`config.mk`:
```
export PLATFORM = sky130hd
export DESIGN_NAME = cdc_reg_bridge
export DESIGN_NICKNAME = d
export VERILOG_FILES = /design/src/rtl/cdc_reg_bridge.sv
export SDC_FILE = /design/constraint.sdc
export NUM_CORES = 1
export LEC_CHECK = 0
export ABC_AREA = 1
export BUFFER_PORTS_ARGS = -buffer_cell sky130_fd_sc_hd__buf_2
export CORE_MARGIN = 3
export CORE_UTILIZATION = 57
export DETAILED_ROUTE_END_ITERATION = 7
export PLACE_DENSITY = 0.8
export SLEW_MARGIN = 30
export SYNTH_ARGS = -nofsm -noshare
export SYNTH_HDL_FRONTEND = slang
export SYNTH_SLANG_ARGS = --single-unit
export TNS_END_PERCENT = 100
```
`constraint.sdc`:
```
create_clock -name clk_i -period 2.3 [get_ports clk_i]
set_input_delay 0.115 -clock clk_i [delete_from_list [all_inputs] [get_ports clk_i]]
set_output_delay 0.115 -clock clk_i [all_outputs]
set_load 0.05 [all_outputs]
```
`src/rtl/cdc_reg_bridge.sv`:
```
// Host byte-command to register-bus bridge behind a USB CDC function.
// Decodes 'W addr data' / 'R addr' commands, runs one bus access, returns one response byte.
module cdc_reg_bridge #(
  parameter int unsigned BYTE_TIMEOUT = 'd1200000,
  parameter int unsigned BUS_TIMEOUT  = 'd255
) (
  input  logic       clk_i,
  input  logic       rst_i,
  input  logic       configured_i,
  input  logic [7:0] rx_data_i,
  input  logic       rx_valid_i,
  output logic       rx_ready_o,
  output logic [7:0] tx_data_o,
  output logic       tx_valid_o,
  input  logic       tx_ready_i,
  output logic [7:0] bus_addr_o,
  output logic [7:0] bus_wdata_o,
  output logic       bus_we_o,
  output logic       bus_req_o,
  input  logic [7:0] bus_rdata_i,
  input  logic       bus_ack_i,
  output logic [7:0] err_count_o
);

  localparam int unsigned BCW = $clog2(BYTE_TIMEOUT) + 1;
  localparam int unsigned UCW = $clog2(BUS_TIMEOUT) + 1;
  localparam logic [BCW-1:0] BYTE_LAST = BCW'(BYTE_TIMEOUT - 1);
  localparam logic [UCW-1:0] BUS_LAST  = UCW'(BUS_TIMEOUT - 1);

  localparam logic [2:0] S_IDLE = 3'd0;
  localparam logic [2:0] S_ADDR = 3'd1;
  localparam logic [2:0] S_DATA = 3'd2;
  localparam logic [2:0] S_BUS  = 3'd3;
  localparam logic [2:0] S_RESP = 3'd4;

  localparam logic [7:0] OP_WRITE = 8'h57;
  localparam logic [7:0] OP_READ  = 8'h52;
  localparam logic [7:0] RSP_ACK  = 8'h06;
  localparam logic [7:0] RSP_NAK  = 8'h15;

  logic [2:0]     state_q, state_d;
  logic [7:0]     addr_q, addr_d;
  logic [7:0]     wdata_q, wdata_d;
  logic           we_q, we_d;
  logic           req_q, req_d;
  logic [7:0]     tx_data_q, tx_data_d;
  logic           tx_valid_q, tx_valid_d;
  logic [7:0]     err_q, err_d;
  logic [BCW-1:0] byte_cnt_q, byte_cnt_d;
  logic [UCW-1:0] bus_cnt_q, bus_cnt_d;
  logic           err_inc;
  logic           rx_fire;

  // While unconfigured the stream is drained so stale host bytes never form a command.
  assign rx_ready_o = ~rst_i & (~configured_i | (state_q == S_IDLE) |
                                (state_q == S_ADDR) | (state_q == S_DATA));
  assign rx_fire    = rx_valid_i & rx_ready_o;

  // NOTE: every next-state signal gets a default first so no path leaves it unassigned (no latch).
  always_comb begin
    state_d    = state_q;
    addr_d     = addr_q;
    wdata_d    = wdata_q;
    we_d       = we_q;
    req_d      = req_q;
    tx_data_d  = tx_data_q;
    tx_valid_d = tx_valid_q;
    byte_cnt_d = byte_cnt_q;
    bus_cnt_d  = bus_cnt_q;
    err_inc    = 1'b0;

    if (!configured_i) begin
      state_d    = S_IDLE;
      req_d      = 1'b0;
      tx_valid_d = 1'b0;
      byte_cnt_d = '0;
      bus_cnt_d  = '0;
    end else begin
      case (state_q)
        S_IDLE: begin
          byte_cnt_d = '0;
          if (rx_fire) begin
            if (rx_data_i == OP_WRITE || rx_data_i == OP_READ) begin
              we_d    = (rx_data_i == OP_WRITE);
              state_d = S_ADDR;
            end else begin
              tx_data_d  = RSP_NAK;
              tx_valid_d = 1'b1;
              err_inc    = 1'b1;
              state_d    = S_RESP;
            end
          end
        end
        S_ADDR, S_DATA: begin
          if (rx_fire) begin
            byte_cnt_d = '0;
            if (state_q == S_ADDR) addr_d = rx_data_i;
            else                   wdata_d = rx_data_i;
            if (state_q == S_ADDR && we_q) begin
              state_d = S_DATA;
            end else begin
              req_d     = 1'b1;
              bus_cnt_d = '0;
              state_d   = S_BUS;
            end
          end else if (byte_cnt_q == BYTE_LAST) begin
            err_inc = 1'b1;
            state_d = S_IDLE;
          end else begin
            byte_cnt_d = byte_cnt_q + BCW'(1);
          end
        end
        S_BUS: begin
          // An ack on the final counted cycle still wins over the timeout.
          if (bus_ack_i) begin
            req_d      = 1'b0;
            tx_data_d  = we_q ? RSP_ACK : bus_rdata_i;
            tx_valid_d = 1'b1;
            state_d    = S_RESP;
          end else if (bus_cnt_q == BUS_LAST) begin
            req_d      = 1'b0;
            tx_data_d  = RSP_NAK;
            tx_valid_d = 1'b1;
            err_inc    = 1'b1;
            state_d    = S_RESP;
          end else begin
            bus_cnt_d = bus_cnt_q + UCW'(1);
          end
        end
        S_RESP: begin
          if (tx_ready_i) begin
            tx_valid_d = 1'b0;
            state_d    = S_IDLE;
          end
        end
        default: begin
          req_d      = 1'b0;
          tx_valid_d = 1'b0;
          state_d    = S_IDLE;
        end
      endcase
    end

    err_d = (err_inc && err_q != 8'hFF) ? err_q + 8'd1 : err_q;
  end

  // NOTE: registered state uses non-blocking assignments so all flops update from pre-edge values.
  always_ff @(posedge clk_i) begin
    if (rst_i) begin
      state_q    <= S_IDLE;
      addr_q     <= '0;
      wdata_q    <= '0;
      we_q       <= 1'b0;
      req_q      <= 1'b0;
      tx_data_q  <= '0;
      tx_valid_q <= 1'b0;
      err_q      <= '0;
      byte_cnt_q <= '0;
      bus_cnt_q  <= '0;
    end else begin
      state_q    <= state_d;
      addr_q     <= addr_d;
      wdata_q    <= wdata_d;
      we_q       <= we_d;
      req_q      <= req_d;
      tx_data_q  <= tx_data_d;
      tx_valid_q <= tx_valid_d;
      err_q      <= err_d;
      byte_cnt_q <= byte_cnt_d;
      bus_cnt_q  <= bus_cnt_d;
    end
  end

  assign tx_data_o   = tx_data_q;
  assign tx_valid_o  = tx_valid_q;
  assign bus_addr_o  = addr_q;
  assign bus_wdata_o = wdata_q;
  assign bus_we_o    = we_q;
  assign bus_req_o   = req_q;
  assign err_count_o = err_q;

endmodule
```
== Word-level counts from Yosys, hierarchy flattened ==
Index checks and enable logic that the tools add are counted.

* Flip-flop bits (word level): 69
* Input port bits: 22
* Logic and storage cells: 103

* $add $sub $neg: 3
* Eq/ne operators: 19
* Muxes and demuxes: 42
* Bitwise gates (word level): 10
* Reduce and logical (&&, ||, !) cells: 19

{| class="wikitable"
|+ Operators by type and width
! kind !! number
|-
| $mux 22 || 2
|-
| $pmux 22 s2 || 1
|-
| $mux 8 || 5
|-
| $mux 9 || 4
|-
| $add 22x1->22 const B || 1
|-
| $eq 22x21->1 const B || 1
|-
| $mux 3 || 7
|-
| $reduce_and 4->1 || 5
|-
| $pmux 9 s2 || 1
|-
| $mux 1 || 17
|-
| $eq 8x7->1 const B || 2
|-
| $pmux 8 s2 || 1
|-
| $reduce_and 5->1 || 3
|-
| $ne 2x2->1 const B || 7
|-
| $pmux 3 s4 || 1
|-
| $add 9x1->9 const B || 1
|-
| $eq 9x8->1 const B || 1
|-
| $ne 3x3->1 const B || 3
|-
| $add 8x1->8 const B || 1
|-
| $ne 8x8->1 const B || 1
|-
| $eq 3x2->1 const B || 2
|-
| $pmux 1 s3 || 2
|-
| $reduce_bool 2->1 || 3
|-
| $reduce_or 2->1 || 3
|-
| other kinds (10) || 18
|}

== Longest topological paths before layout ==
* Depth in word-level cells: 10
* Gate-level depth with buffers: 14
* Mapped depth without buffers: 13

== Worst setup path after synthesis ==
OpenSTA, ideal clock, no wires.

* Kind: register to register
* From: reg err_q[1], in the netlist err_count_o[1]
* To: reg err_q[3], in the netlist err_count_o[3]
* Setup time: 128 ps
* Arrival time: 1875 ps
* Data required time: 2172 ps
* Path slack: 298 ps
* Cell stages (with the launch flop): 11
* Buffers on the path: 0
* Period minus slack after synthesis: 2002 ps
* Path through: dfxtp_1 -> ha_1 -> nand3_1 -> nor3_1 -> nand3_1 -> inv_1 -> nor2_1 -> nand3_1 -> nand2_1 -> nand2_1 -> nor2_1

* Cells in the longest elaborated chain, start to end: 2
* Elaborated cells on any way between the ends: 3
* Those cells by class: 1 x add/sub; 1 x eq/ne; 1 x reduce/logical

{| class="wikitable"
|+ RTL lines
! item !! line !! text
|-
| start: declaration || 48 || <nowiki>logic [7:0] err_q, err_d;</nowiki>
|-
| start signal: assignment || 168 || <nowiki>err_q <= err_d;</nowiki>
|-
| parallel branches: the longest is 2 deep, another holds $add 8x1->8 || n/a ||
|}

Several ways; the timed one is not identified.
A chain may end at the register's enable or synchronous reset.

== Worst setup path after layout ==
* From: reg byte_cnt_q[0]
* To: reg byte_cnt_q[1]

* Cells in the longest elaborated chain, start to end: 4
* Elaborated cells on any way between the ends: 7
* Those cells by class: 1 x add/sub; 2 x eq/ne; 3 x mux; 1 x reduce/logical

{| class="wikitable"
|+ RTL lines
! item !! line !! text
|-
| start: declaration || 49 || <nowiki>logic [BCW-1:0] byte_cnt_q, byte_cnt_d;</nowiki>
|-
| start signal: assignment || 169 || <nowiki>byte_cnt_q <= byte_cnt_d;</nowiki>
|-
| $add 22x1->22 || 110 || <nowiki>byte_cnt_d = byte_cnt_q + BCW'(1);</nowiki>
|-
| $mux 22 || 106 || <nowiki>end else if (byte_cnt_q == BYTE_LAST) begin</nowiki>
|-
| $mux 22 || 95 || <nowiki>if (rx_fire) begin</nowiki>
|-
| $pmux 22 s2 || 79 || <nowiki>case (state_q)</nowiki>
|}

Several ways; a longest one is shown, not always the timed one. The select of a mux whose other input is x is not followed.

==> summary.md <==
| Metric | Value |
|---|---|
| Kind of critical path | `flop to flop` |
| CTS tree | `built` |
| Power Density | `589.5 mW/mm²` |
| Commonest non-fill, non-tap cell in the layout | `nand2_1` |
| Fraction of the mapped netlist area in adder cells | `0.01262` |
| Die area | `0.007993 mm²` |
| Largest family of logic cells by synthesized area | `simple AND/OR/NAND/NOR gates` |
| CP Capture Type | `flop` |
| Crit-path max FO | `13` |
| Ys Warns | `0` |
| Post-CTS setup buffers | `0` |
| CORE AREA | `0.006531 mm²` |
| Routability cong. | `0.9384` |
| Clk_lat worst skew | `0.34 ns` |
| DRT iter0 DRCs | `214` |
| Mean Syn Cell Area | `6.521 µm²` |
| Worst EP arrival | `2.28 ns` |
| Clock slew at reported path FFs | `0.08 ns` |
| Post-Synth XOR/XNOR Area | `0.02872` |
| Area grow syn2layout | `14.20%` |
| Largest net degree at the start of global routing | `25` |
| CP max-delay cell | `dfxtp_1` |
| Maximum VDD drop | `0.0004510 V` |
| Nets | `693` |
| Worst min path class | `input port to flop` |
| Chip width | `89.41 µm` |
| Worst Skew | `0.008267 ns` |
| Max Slew Vio Count | `0` |
| Number of unique standard cell types used by synthesis | `34` |
| Largest cells by area after synthesis | `dfxtp_1, nand2_1, nor2_1` |
| Cells after Synth | `608` |
| Wire per inst | `13.68 µm` |
| Vias in the first global route | `3,750` |
| Rel. slew slack | `0.7010` |
| Final-report setup violation count | `0` |
| Worst-Margin Slew | `0.4470 ns` |
| Synthesized area | `0.003965 mm²` |
| Num CTS Buffers | `9` |
| Number of max-cap violations | `0` |
| Clock Sinks | `69` |
| Initial antenna violation count | `0` |
| Top-area cell type share of the netlist area | `0.3484` |
| Grt ovf | `0` |
| Final hold vios | `0` |
| Effective utilization at floorplan | `0.6071` |
| Antenna fix cells | `0` |
| Final Non-Filler Cells | `749` |
| Area leader, netlist | `dfxtp_1` |
| Pwr Total | `2.670 mW` |
| Critical-path cell list | `ha_1 -> nand2_1 -> nor2_4 -> nand4_1 -> nor2_1 -> nand3_2 -> nand2_2 -> nand2_2 -> nand2_1 -> nand2_1 -> nor3_2` |
| Pleak | `1.850 nW` |
| Routed Antenna Nets | `0` |
| Max H-tree Level | `3` |
| Synthesized flop and latch total | `69` |
| Total wire length | `10,240 µm` |
| Startpoint Class | `flop` |
| Simple-gate share of the synthesized area | `0.4020` |
| Fraction of synthesized area in multiplexers | `0` |
| Post-Syn Nets | `634` |
| Clock root buffer | `clkbuf_8` |
| Post-synthesis compound-gate area fraction | `0.1095` |
| # resized after CTS | `0` |
| Dpl hpwl | `7616 µm` |
| Sequential cell area fraction in the yosys report | `0.3484` |
| Die Height | `89.41 µm` |
| GRT Total Usage | `0.2623` |
| RSZ-0062 raised after global routing | `false` |
| Outcome | `complete, no violations` |
| Most frequent cells in the layout | `nand2_1, nor2_1, dfxtp_1` |
| Share of cells above drive strength 1 | `0.1815` |
| Setup TNS Final | `0 ns` |
| IO Pins | `58` |
| # hold bufs at CTS | `0` |
| DRC errors left | `0` |
| Required @ worst endpoint | `2.57 ns` |
| Fin crit period | `2.006 ns` |
| Inst Count DP | `733` |
| Max Clk Rate | `0.4986 GHz` |
| Most common cell on crit path | `nand2_1` |
| Via count | `4,098` |
| DRT Pass-1 Iters | `5` |
| Vias/cell | `5.471` |
| I/O Buffers | `57` |
| Deepest clock path buffer count | `2` |
| First-pass GRT wire length | `16,640 µm` |
| Row count | `29` |
| Critical path's largest stage delay | `0.44 ns` |
| Part of the cycle the worst path needs | `0.8720` |
-- metrics by stage --
| step | cell area [µm²] | hold WS, ns | utilization | worst slack (ns) |
|---|---|---|---|---|
| 3_5_place_dp | 4313 | 0.4053 | 0.6603 | 0.3339 |
| 5_1_grt | 4528 | 0.06146 | 0.6933 | 0.09243 |
| 3_3_place_gp | 4313 | 0.3897 | 0.6603 | 0.4283 |
| 6_report | 4528 | 0.05805 | 0.6933 | 0.2944 |
| 4_1_cts | 4528 | 0.04548 | 0.6933 | 0.3078 |
| 2_1_floorplan | 3965 | 0.2644 | - | 0.2976 |
-- state kept, by name, indices dropped and copies added (netlist names) --
register,cells
byte_cnt_q,22
bus_cnt_q,9
bus_addr_o,8
bus_wdata_o,8
err_count_o,8
tx_data_o,8
state_q,3
bus_req_o,1
bus_we_o,1
tx_valid_o,1
-- Yosys cell counts, drive strengths merged --
| master | number |
|---|---|
| nand2 | 126 |
| nor2 | 106 |
| inv | 70 |
| dfxtp | 69 |
| nand3 | 69 |
| a21oi | 51 |
| o21ai | 27 |
| nand4 | 25 |
| nor3 | 18 |
| buf | 12 |
| clkbuf | 9 |
| xor2 | 7 |
| xnor2 | 6 |
| ha | 4 |
| or2 | 4 |
| a2bb2oi | 1 |
| a31o | 1 |
| a31oi | 1 |
| o2111ai | 1 |
| o21bai | 1 |
-- where the power goes --
group	internal [mW]	switching (mW)	total (mW)	leakage, nW
logic	0.0927	0.264	0.357	1.18
registers	1.22	0.0188	1.24	0.558
clock network	0.611	0.463	1.07	0.110
total	1.92	0.746	2.67	1.85
-- per-layer routing --
metal,vias up,track usage,wire length (µm)
met2,133,0.4548,5066
met3,19,0.04608,601
met4,0,0.09337,187
met1,1845,0.3255,4387
met5,-,0,0
li1,2101,-,-
-- critical path, delay by kind of cell (launching register included) --
kind | cells | cell delay (ns)
flops | 1 | 0.44
fa+ha+maj | 1 | 0.30
simple gates | 10 | 1.19
-- final timing paths --
| check | from | endpoint | slack [ns] | depth (start not counted) |
|---|---|---|---|---|
| setup reg to reg | byte_cnt_q[0]$_SDFFE_PP0P_ | byte_cnt_q[1]$_SDFFE_PP0P_ | 0.29 | 11 |
| setup / recovery | byte_cnt_q[0]$_SDFFE_PP0P_ | byte_cnt_q[1]$_SDFFE_PP0P_ | 0.29 | 11 |
| hold reg to reg | bus_addr_o[4]$_SDFFE_PP0P_ | bus_addr_o[4]$_SDFFE_PP0P_ | 0.44 | 2 |
| hold / removal | bus_rdata_i[2] | tx_data_o[2]$_SDFFE_PP0P_ | 0.06 | 3 |
-- final cells by class --
cell class	instances	area (µm²)
multi-input combinational	448	2192
fill	590	2003
sequential	69	1381
timing repair buffer	69	375.4
inverter	70	267.8
clock buffer	10	127.6
tap	77	96.34
clock inverter	6	87.58
-- cells by family (layout without fill, tap and decap cells) --
group                      Yosys count  count (layout)
AOI/OAI and AO/OA                   83              83
DFF                                 69              69
adders and majority gates            4               4
buffers and inverters               91             155
and+or+nand+nor                    348             348
xor gates and xnor gates            13              13
Power figures use the tool's default switching activity.
